[src/rtl/sdram_pattern_tester.sv]
// sdram_pattern_tester: SDRAM self-test engine. Writes a selectable pattern
// over [START_ADDR, END_ADDR] through the controller request/busy handshake,
// reads the window back and compares each word against the regenerated pattern.
// Ports:
//   inputClock, reset_n                  clock, async active-low reset
//   start, patternMode                   test launch and pattern select
//   isBusy, inputDataAvailable, inputData controller status and read data
//   isWriting, outputValid, outputAddress, outputData  controller request
//   testActive, compareError, completedSuccess, errorCount,
//   firstErrorAddress, firstErrorData    board status
module sdram_pattern_tester #(
    parameter int unsigned       ADDR_W         = 25,
    parameter int unsigned       DATA_W         = 16,
    parameter int unsigned       START_ADDR     = 0,
    parameter int unsigned       END_ADDR       = 100,
    parameter logic [DATA_W-1:0] CONST_VALUE    = 16'd256,
    parameter logic [DATA_W-1:0] LFSR_SEED      = 16'hACE1,
    parameter logic [DATA_W-1:0] LFSR_TAPS      = 16'hB400,
    parameter bit                STOP_ON_ERROR  = 1'b1,
    parameter int unsigned       TIMEOUT_CYCLES = 1024
) (
    input  logic              inputClock,
    input  logic              reset_n,
    input  logic              start,
    input  logic [1:0]        patternMode,
    input  logic              isBusy,
    input  logic              inputDataAvailable,
    input  logic [DATA_W-1:0] inputData,
    output logic              isWriting,
    output logic              outputValid,
    output logic [ADDR_W-1:0] outputAddress,
    output logic [DATA_W-1:0] outputData,
    output logic              testActive,
    output logic              compareError,
    output logic              completedSuccess,
    output logic [15:0]       errorCount,
    output logic [ADDR_W-1:0] firstErrorAddress,
    output logic [DATA_W-1:0] firstErrorData
);

    if (END_ADDR < START_ADDR) begin : g_bad_range
        $error("sdram_pattern_tester: END_ADDR must not be below START_ADDR");
    end

    localparam int unsigned       TMO_W    = $clog2(TIMEOUT_CYCLES + 1);
    localparam logic [TMO_W-1:0]  TMO_LAST = TMO_W'(TIMEOUT_CYCLES - 1);
    localparam logic [ADDR_W-1:0] FIRST_A  = ADDR_W'(START_ADDR);
    localparam logic [ADDR_W-1:0] LAST_A   = ADDR_W'(END_ADDR);

    typedef enum logic [2:0] {
        S_IDLE, S_ARM, S_WR_REQ, S_WR_WAIT, S_RD_REQ, S_RD_WAIT, S_DONE, S_FAIL
    } state_t;

    state_t            state_q, state_d;
    logic [1:0]        mode_q, mode_d;
    logic [ADDR_W-1:0] addr_q, addr_d;
    logic [DATA_W-1:0] lfsr_q, lfsr_d;
    logic              got_q, got_d;
    logic [TMO_W-1:0]  tmo_q, tmo_d;
    logic              is_writing_q, is_writing_d;
    logic              valid_q, valid_d;
    logic [ADDR_W-1:0] out_addr_q, out_addr_d;
    logic [DATA_W-1:0] out_data_q, out_data_d;
    logic              active_q, active_d;
    logic              err_q, err_d;
    logic              success_q, success_d;
    logic [15:0]       err_cnt_q, err_cnt_d;
    logic [ADDR_W-1:0] first_addr_q, first_addr_d;
    logic [DATA_W-1:0] first_data_q, first_data_d;

    logic [DATA_W-1:0] exp_c;
    logic              strobe_c;
    logic              fail_c;
    logic [DATA_W-1:0] fail_data_c;

    // Galois right-shift LFSR step
    function automatic logic [DATA_W-1:0] lfsr_step(input logic [DATA_W-1:0] s);
        return (s >> 1) ^ (s[0] ? LFSR_TAPS : {DATA_W{1'b0}});
    endfunction

    // Expected word for an address under the selected pattern
    function automatic logic [DATA_W-1:0] pattern(input logic [1:0] m,
                                                  input logic [ADDR_W-1:0] a,
                                                  input logic [DATA_W-1:0] s);
        case (m)
            2'd0:    return CONST_VALUE;
            2'd1:    return DATA_W'(a);
            2'd2:    return ~DATA_W'(a);
            default: return s;
        endcase
    endfunction

    // Next-state and next-output logic; outputs follow the state they enter
    always_comb begin
        state_d      = state_q;
        mode_d       = mode_q;
        addr_d       = addr_q;
        lfsr_d       = lfsr_q;
        got_d        = got_q;
        tmo_d        = tmo_q;
        is_writing_d = is_writing_q;
        valid_d      = valid_q;
        out_addr_d   = out_addr_q;
        out_data_d   = out_data_q;
        active_d     = active_q;
        err_d        = err_q;
        success_d    = success_q;
        err_cnt_d    = err_cnt_q;
        first_addr_d = first_addr_q;
        first_data_d = first_data_q;
        exp_c        = pattern(mode_q, addr_q, lfsr_q);
        strobe_c     = inputDataAvailable && !got_q;
        fail_c       = 1'b0;
        fail_data_c  = '0;

        case (state_q)
            S_IDLE, S_DONE, S_FAIL: begin
                if (start) begin
                    state_d      = S_ARM;
                    mode_d       = patternMode;
                    addr_d       = FIRST_A;
                    lfsr_d       = LFSR_SEED;
                    active_d     = 1'b1;
                    err_d        = 1'b0;
                    success_d    = 1'b0;
                    err_cnt_d    = '0;
                    first_addr_d = '0;
                    first_data_d = '0;
                end
            end
            S_ARM: begin
                if (!isBusy) begin
                    state_d      = S_WR_REQ;
                    valid_d      = 1'b1;
                    is_writing_d = 1'b1;
                    out_addr_d   = addr_q;
                    out_data_d   = exp_c;
                end
            end
            S_WR_REQ: begin
                if (isBusy) begin
                    state_d = S_WR_WAIT;
                    valid_d = 1'b0;
                end
            end
            S_WR_WAIT: begin
                if (!isBusy) begin
                    valid_d = 1'b1;
                    if (addr_q == LAST_A) begin
                        addr_d       = FIRST_A;
                        lfsr_d       = LFSR_SEED;
                        state_d      = S_RD_REQ;
                        is_writing_d = 1'b0;
                        out_addr_d   = FIRST_A;
                    end else begin
                        addr_d       = addr_q + ADDR_W'(1);
                        lfsr_d       = lfsr_step(lfsr_q);
                        state_d      = S_WR_REQ;
                        is_writing_d = 1'b1;
                        out_addr_d   = addr_d;
                        out_data_d   = pattern(mode_q, addr_d, lfsr_d);
                    end
                end
            end
            S_RD_REQ: begin
                if (isBusy) begin
                    state_d = S_RD_WAIT;
                    valid_d = 1'b0;
                    got_d   = 1'b0;
                    tmo_d   = '0;
                end
            end
            S_RD_WAIT: begin
                // First strobe of the read is compared; a timeout counts as a
                // failed word with data 0 and then lets the read complete.
                if (strobe_c) begin
                    got_d = 1'b1;
                    if (inputData != exp_c) begin
                        fail_c      = 1'b1;
                        fail_data_c = inputData;
                    end
                end else if (!got_q) begin
                    if (tmo_q == TMO_LAST) begin
                        fail_c = 1'b1;
                        got_d  = 1'b1;
                    end else begin
                        tmo_d = tmo_q + TMO_W'(1);
                    end
                end

                if (fail_c) begin
                    err_d = 1'b1;
                    if (err_cnt_q != 16'hFFFF) err_cnt_d = err_cnt_q + 16'd1;
                    if (!err_q) begin
                        first_addr_d = addr_q;
                        first_data_d = fail_data_c;
                    end
                end

                if (fail_c && STOP_ON_ERROR) begin
                    state_d   = S_FAIL;
                    active_d  = 1'b0;
                    success_d = 1'b0;
                end else if ((got_q || strobe_c) && !isBusy) begin
                    if (addr_q == LAST_A) begin
                        state_d   = S_DONE;
                        active_d  = 1'b0;
                        success_d = !err_d;
                    end else begin
                        addr_d       = addr_q + ADDR_W'(1);
                        lfsr_d       = lfsr_step(lfsr_q);
                        state_d      = S_RD_REQ;
                        valid_d      = 1'b1;
                        is_writing_d = 1'b0;
                        out_addr_d   = addr_d;
                    end
                end
            end
            default: state_d = S_IDLE;
        endcase
    end

    // State and output registers
    always_ff @(posedge inputClock or negedge reset_n) begin
        if (!reset_n) begin
            state_q      <= S_IDLE;
            mode_q       <= '0;
            addr_q       <= '0;
            lfsr_q       <= LFSR_SEED;
            got_q        <= 1'b0;
            tmo_q        <= '0;
            is_writing_q <= 1'b0;
            valid_q      <= 1'b0;
            out_addr_q   <= '0;
            out_data_q   <= '0;
            active_q     <= 1'b0;
            err_q        <= 1'b0;
            success_q    <= 1'b0;
            err_cnt_q    <= '0;
            first_addr_q <= '0;
            first_data_q <= '0;
        end else begin
            state_q      <= state_d;
            mode_q       <= mode_d;
            addr_q       <= addr_d;
            lfsr_q       <= lfsr_d;
            got_q        <= got_d;
            tmo_q        <= tmo_d;
            is_writing_q <= is_writing_d;
            valid_q      <= valid_d;
            out_addr_q   <= out_addr_d;
            out_data_q   <= out_data_d;
            active_q     <= active_d;
            err_q        <= err_d;
            success_q    <= success_d;
            err_cnt_q    <= err_cnt_d;
            first_addr_q <= first_addr_d;
            first_data_q <= first_data_d;
        end
    end

    assign isWriting         = is_writing_q;
    assign outputValid       = valid_q;
    assign outputAddress     = out_addr_q;
    assign outputData        = out_data_q;
    assign testActive        = active_q;
    assign compareError      = err_q;
    assign completedSuccess  = success_q;
    assign errorCount        = err_cnt_q;
    assign firstErrorAddress = first_addr_q;
    assign firstErrorData    = first_data_q;

endmodule

[config.mk]
export PLATFORM = sky130hd
export DESIGN_NAME = sdram_pattern_tester
export DESIGN_NICKNAME = d
export VERILOG_FILES = /design/src/rtl/sdram_pattern_tester.sv
export SDC_FILE = /design/constraint.sdc
export NUM_CORES = 1
export LEC_CHECK = 0
export CAP_MARGIN = 20
export CELL_PAD_IN_SITES_DETAIL_PLACEMENT = 0
export CELL_PAD_IN_SITES_GLOBAL_PLACEMENT = 1
export CORE_ASPECT_RATIO = 1.2
export CORE_MARGIN = 2
export CORE_UTILIZATION = 45
export DETAILED_ROUTE_END_ITERATION = 7
export PLACE_DENSITY_LB_ADDON = 0.1
export SETUP_SLACK_MARGIN = 0.4
export SKIP_LAST_GASP = 1
export SLEW_MARGIN = 10
export SYNTH_ARGS = -nofsm -noshare
export SYNTH_HDL_FRONTEND = slang
export SYNTH_SLANG_ARGS = --single-unit
[constraint.sdc]
create_clock -name inputClock -period 5.57 [get_ports inputClock]
set_input_delay 0.557 -clock inputClock [delete_from_list [all_inputs] [get_ports inputClock]]
set_output_delay 0.557 -clock inputClock [all_outputs]
set_load 0.05 [all_outputs]
==> results of run 1 <==
through the flow:
stage	hold slack (ns)	cell area, um2	setup slack [ns]	std cells
after floorplan	0.261	9260	2.84	1061
after global placement	0.455	10500	1.44	1373
after detailed placement	0.459	10500	1.24	1374
after CTS	0.283	11100	1.26	1406
after global routing	0.285	11200	1.16	1408
final	0.220	11200	1.51	1408
per-layer routing:
metal / global-route usage (%) / part of all wire [%] / vias up
met5: 0 / 0 / -
met4: 6.06 / 1.4 / 0
met3: 3.89 / 3.9 / 27
met2: 42.7 / 50 / 180
met1: 34.1 / 44 / 3950
li1: - / - / 3904
worst max-delay path, delay by kind of cell, from the launching register on:
| kind | cells | cell delay [ns] |
|---|---|---|
| buffers and inverters | 2 | 0.64 |
| AND/OR/NAND/NOR | 3 | 0.83 |
| flip-flops | 1 | 0.98 |
| multiplexers | 1 | 0.19 |
| AO/OA/AOI/OAI | 3 | 1.16 |
| XOR/XNOR | 1 | 0.16 |
area by class of cell:
class / count / area, um2
Timing Repair Buffer: 140 / 1390
Tap cell: 265 / 332
Multi-Input combinational cell: 786 / 4710
Inverter: 24 / 90.1
Sequential cell: 161 / 4040
Clock buffer: 17 / 425
Clock inverter: 15 / 166
Fill cell: 1932 / 9100
cell usage in the layout (no fill, tap or decap), drive strengths merged, types with 13 or more instances in the layout:
cell type / netlist / final
nand3: 66 / 66
nand2: 152 / 152
xnor2: 13 / 13
o31ai: 30 / 30
nor2b: 26 / 26
clkbuf: 49 / 17
o21ai: 131 / 131
mux2: 23 / 23
o211ai: 17 / 17
nor2: 71 / 71
xor2: 31 / 31
a21oi: 55 / 55
clkdlybuf4s50: 0 / 124
dfrtp: 153 / 153
nand2b: 17 / 17
inv: 24 / 32
buf: 41 / 16
nand4: 13 / 13
logic make-up (layout without fill, tap and decap cells):
family | after synthesis | in the layout | synth area share (%)
and+or+nand+nor | 412 | 412 | 21.5
muxes | 35 | 35 | 4.62
DFF | 161 | 161 | 43.6
buffers and inverters | 114 | 196 | 5.90
AOI/OAI and AO/OA | 291 | 291 | 19.7
xor gates and xnor gates | 44 | 44 | 4.16
adders and majority gates | 4 | 4 | 0.540
state kept, by name, indices dropped and copies added (netlist names):
name / count
mode_q: 2
firstErrorData: 16
isWriting: 1
outputAddress: 25
testActive: 1
addr_q: 25
tmo_q: 11
firstErrorAddress: 25
compareError: 1
got_q: 1
completedSuccess: 1
state_q: 3
outputValid: 1
lfsr_q: 16
outputData: 16
errorCount: 16
where the power goes:
| group | total [mW] | internal (mW) | switching, mW |
|---|---|---|---|
| sequential | 1.55 | 1.34 | 0.214 |
| clock | 1.20 | 0.638 | 0.561 |
| combinational | 1.78 | 0.633 | 1.14 |
worst max path at each step:
stage,from,endpoint,depth (start not counted)
floorplan,lfsr_q[0]$_DFFE_PN1P_,outputAddress[22]$_DFFE_PN0P_,10
global placement,mode_q[1]$_DFFE_PN0P_,outputAddress[10]$_DFFE_PN0P_,9
detailed placement,mode_q[1]$_DFFE_PN0P_,outputAddress[11]$_DFFE_PN0P_,9
CTS,mode_q[1]$_DFFE_PN0P_,outputAddress[11]$_DFFE_PN0P_,9
global route,mode_q[0]$_DFFE_PN0P_,outputAddress[15]$_DFFE_PN0P_,10
finish,mode_q[0]$_DFFE_PN0P_,outputAddress[11]$_DFFE_PN0P_,10
==> run metrics, run 1 <==
status finished, final reports clean; DR DRC count 0; worst reg2reg path startpoint mode_q[0]$_DFFE_PN0P_; synthesized net count 1088; worst-path cell chain buf_4 > nand2b_1 > a32o_1 > xor2_1 > nor4_1 > and4_1 > o21ai_2 > a21oi_4 > buf_4 > mux2i_1; vias per cell 5.73; clock tree sinks between 150 and 200; die area around 22000 um2; DR iter-0 viols about 660; Area growth syn-to-layout 20.4%; First-pass DRT Iterations 5; Tot Pwr roughly 4.5 mW; Hold Buf Count CTS 0; WL/cell about 19 um; Top cell by count, worst path buf_4; FP Rows 57; r2r endpoint outputAddress[11]$_DFFE_PN0P_; post-synthesis sequential area ratio 43.6%; Die W roughly 130 um; Setup violations, final 0; mean area per synthesized cell 8.73 um2; ys flop type dfrtp_1; clk_skew 0.0139 ns; Buffers on Ports 125; fin crit share between 70% and 80%; dpl hpwl about 18000 um; Synth Instances approximately 1100; CTS Buf Count 17; Worst Setup Path Type flip-flop to flip-flop; CTS tree done; Power Density 406 nW/um2; leading post-synthesis cells by cell area dfrtp_1, nand2_1, o21ai_0; Netlist cell types 65; nets ~1200; ys async rst share 100%; total routed wirelength around 27000 um; slowest CP cell dfrtp_1; CTS max path bufs 2; Placer Congestion just over 0.8; Final Max Slew Viols 0; ANT cells 0; share of layout cells above drive strength 1 about 8.8%; Static Leak ~4.6 nW; leading area contributor after synthesis dfrtp_1; # Max-Cap Violations 0; CP startpoint kind flip-flop; Cell Area, Synth roughly 9300 um2; Post-synth EDFFs 0; Commonest cells post-synth dfrtp_1, nand2_1, o21ai_0, nor2_1, nand3_1; VDD IR max approximately 250 uV; RSZ-0062 raised after global routing no; first-pass GRT wire length about 43000 um; GR Overflow Total 0; GRT Resource Usage Total about a quarter; cell with the most instances after synthesis dfrtp_1; die height between 150 and 200 um; Worst-path clk slew around 0.070 ns; via count of the routed design between 8000 and 9000; H-tree levels 4; worst endpoint required time between 5 and 6 ns; number of global-route vias before repair between 7000 and 8000; type of the most critical hold path primary input to async pin; Resized cells post-CTS 0; Worst-Skew Late Latency about 0.44 ns; data arrival time of the worst path ~4.4 ns; # IOs ~130; worst slew pin tran 1.07 ns; largest stage delay on the critical path 0.98 ns; f_max ~250 MHz; Core Area a little over 20000 um2; initial antenna violation count 0; starting density of the core between 40% and 50%; Final Hold Fails 0; Slew Limit Headroom approximately 29%; flop-to-flop setup slack 1.51 ns; worst-path fanout max 32; pin count of the biggest net entering global routing just over 100; minimum clock period slightly above 4 ns; setup total negative slack 0 ns; FF+latch count, synth 161; Ys Warns 0; final core utilization roughly 55%; Crit. End Element flip-flop; Antenna Violating Nets Remaining 0; Synth top area share approximately 41%; CTS Root Cell clkbuf_16; reg2reg path depth 10; post-CTS setup buffer count 0
(Power assumes the default switching activity.)
==> run 2, diff against run 1 <==
--- a/config.mk
+++ b/config.mk
@@ -10,7 +10,7 @@
 export CELL_PAD_IN_SITES_GLOBAL_PLACEMENT = 1
 export CORE_ASPECT_RATIO = 1.2
 export CORE_MARGIN = 2
-export CORE_UTILIZATION = 45
+export CORE_UTILIZATION = 38
 export DETAILED_ROUTE_END_ITERATION = 7
 export PLACE_DENSITY_LB_ADDON = 0.1
 export SETUP_SLACK_MARGIN = 0.4
==> constraint.sdc (replaced) <==
create_clock -name inputClock -period 3.4 [get_ports inputClock]
set_input_delay 0.34 -clock inputClock [delete_from_list [all_inputs] [get_ports inputClock]]
set_output_delay 0.34 -clock inputClock [all_outputs]
set_load 0.05 [all_outputs]
==> run metrics, run 2 (synthesis gave the netlist of run 1 again) <==
status finished, final reports clean (unchanged); pin count of the biggest net entering global routing 69 (was 102); starting density of the core 38.6% (was 45.7%); dpl hpwl 20200 um (was 18300 um); flop-to-flop setup slack 0.51 ns (was 1.51 ns); CTS Buf Count 17 (unchanged); total routed wirelength 29000 um (was 26900 um); CTS Root Cell clkbuf_16 (unchanged); DR iter-0 viols 490 (was 663); type of the most critical hold path primary input to async pin (unchanged); worst-path fanout max 26 (was 32); GR Overflow Total 0 (unchanged); combinational share of power 42.0% (was 39.2%); # IOs 126 (unchanged); Reg power frac 32.0% (was 34.3%); First-pass DRT Iterations 5 (unchanged); CTS max path bufs 2 (unchanged); worst setup margin 0.509 ns (was 1.51 ns); most common cell after layout, fill and taps aside nand2_1 (was dfrtp_1); FP Rows 62 (was 57); worst slew pin tran 0.706 ns (was 1.07 ns); f_max 346 MHz (was 246 MHz); Tot Pwr 7.70 mW (was 4.53 mW); WL/cell 19.3 um (was 19.1 um); Worst Setup Path Type flip-flop to flip-flop (unchanged); Setup violations, final 0 (unchanged); CTS tree done (unchanged); die area 25600 um2 (was 21800 um2); Buffers on Ports 125 (unchanged); H-tree levels 4 (unchanged); Clk network pwr share 26.0% (was 26.5%); metal2 WL 14400 um (was 13500 um); Worst-path clk slew 0.08 ns (was 0.07 ns); Die W 147 um (was 135 um); data arrival time of the worst path 3.21 ns (was 4.42 ns); number of global-route vias before repair 7955 (was 7688); Reg area 4040 um2 (about the same); placed cell areas 10900 um2 (was 10500 um2); via count of the routed design 8311 (was 8061); Static Leak 4.83 nW (was 4.59 nW); worst-path cell chain buf_6 > mux2_2 > a21oi_4 > xnor2_1 > nor4_2 > and4_4 > o21ai_2 > a21oi_4 > buf_12 > mux2_2 (was buf_4 > nand2b_1 > a32o_1 > xor2_1 > nor4_1 > and4_1 > o21ai_2 > a21oi_4 > buf_4 > mux2i_1); RSZ-0062 raised after global routing yes (was no); Placer Congestion 0.843 (was 0.824); minimum clock period 2.89 ns (was 4.06 ns); Core Area 24000 um2 (was 20300 um2); cell area after layout 11700 um2 (was 11200 um2); Area growth syn-to-layout 26.1% (was 20.4%); DR DRC count 0 (unchanged); setup total negative slack 0 ns (unchanged); internal power 4.46 mW (was 2.61 mW); number of placed instances, taps included 1464 (was 1374); r2r endpoint outputAddress[5]$_DFFE_PN0P_ (was outputAddress[11]$_DFFE_PN0P_); nets 1199 (was 1157); vias per cell 5.53 (was 5.73); pre-CTS WS 0.212 ns (was 1.24 ns); Switching Fraction 42.1% (was 42.3%); fillers 2357 (was 1932); initial antenna violation count 0 (unchanged); CP startpoint kind flip-flop (unchanged); share of layout cells above drive strength 1 13.2% (was 8.84%); # Max-Cap Violations 0 (unchanged); reg2reg path depth 10 (unchanged); VDD IR max 399 uV (was 250 uV); ANT cells 0 (unchanged); Slew Limit Headroom 52.9% (was 28.6%); most frequent cells in the layout nand2_1, dfrtp_1, clkdlybuf4s50_1 (was dfrtp_1, nand2_1, clkdlybuf4s50_1); DR top layer met4 (unchanged); largest stage delay on the critical path 0.45 ns (was 0.98 ns); clk_skew 0.0143 ns (was 0.0139 ns); wire length on met1 13300 um (was 12000 um); Psw 3.25 mW (was 1.92 mW); Final Hold Fails 0 (unchanged); GRT Resource Usage Total 22.7% (was 25.3%); fin cells 1504 (was 1408); slowest CP cell dfrtp_2 (was dfrtp_1); Crit. End Element flip-flop (unchanged); die height 175 um (was 161 um); fin crit share 85.0% (was 73.0%); Worst-Skew Late Latency 0.44 ns (about the same); worst reg2reg path startpoint mode_q[1]$_DFFE_PN0P_ (was mode_q[0]$_DFFE_PN0P_); met3 wire len 922 um (was 1040 um); first-pass GRT wire length 45700 um (was 43200 um); Final Max Slew Viols 0 (unchanged); worst endpoint required time 3.72 ns (was 5.93 ns); clock tree sinks 161 (unchanged); Antenna Violating Nets Remaining 0 (unchanged); Multi-input gate area 4830 um2 (was 4710 um2); Power Density 659 nW/um2 (was 406 nW/um2)
[run 2: critical path, delay by kind of cell (launching register included)]
kind / cells / cell delay, ns
xor+xnor: 1 / 0.10
mux: 2 / 0.67
buf+inv: 2 / 0.40
simple gates: 2 / 0.66
compound gates: 3 / 0.48
flops: 1 / 0.45
[run 2: through the flow]
stage                     hold WS (ns)  util (%)
final                            0.430      48.7
after global routing             0.477      48.7
after CTS                        0.446      48.2
after detailed placement         0.347      45.3
after global placement           0.355      45.3
after floorplan                 0.0444         -
[run 2: worst max path at each step]
stage | startpoint | end | slack (ns) | cells past startpoint
2_1_floorplan | lfsr_q[0]$_DFFE_PN1P_ | outputAddress[22]$_DFFE_PN0P_ | 0.67 | 10
3_3_place_gp | mode_q[0]$_DFFE_PN0P_ | firstErrorData[2]$_DFFE_PN0P_ | 0.25 | 9
3_5_place_dp | mode_q[0]$_DFFE_PN0P_ | firstErrorData[2]$_DFFE_PN0P_ | 0.21 | 9
4_1_cts | mode_q[1]$_DFFE_PN0P_ | outputAddress[5]$_DFFE_PN0P_ | 0.41 | 10
5_1_grt | addr_q[1]$_DFFE_PN0P_ | outputData[15]$_DFFE_PN0P_ | 0.34 | 9
6_report | mode_q[1]$_DFFE_PN0P_ | outputAddress[5]$_DFFE_PN0P_ | 0.51 | 10
[run 2: routing by layer]
metal  GRT usage [%]  vias up
met5               0        -
met4            6.31        0
met3            3.73       31
met2            38.0      175
met1            30.6     4110
li1                -     3995
[run 2: layout make-up]
cell class              count  area share [%]
multi-input cells         788            41.4
inverters                  24           0.771
repair buffers            180            14.7
clock buffers              17            3.64
well taps                 320            3.43
flip-flops and latches    161            34.6
clock inverters            14            1.49
[run 2: power groups by stage]
stage | Sequential, mW | Clock, mW | Combinational (mW)
2_1_floorplan | 2.79 | 0 | 1.87
3_3_place_gp | 2.49 | 0 | 3.08
3_5_place_dp | 2.49 | 0 | 3.10
4_1_cts | 2.46 | 2.04 | 3.15
5_1_grt | 2.50 | 2.12 | 3.51
6_report | 2.46 | 2.00 | 3.24
[run 2: timing repair]
| action | CTS | global route |
|---|---|---|
| setup endpoints to repair | 87 | 117 |
| gates resized for setup | 8 | 20 |
| hold buffers | 1 | 0 |
| buffers inserted | 4 | 2 |
| hold endpoints to repair | 48 | 0 |
| cloned | 2 | 0 |
| pin swaps | 3 | 2 |
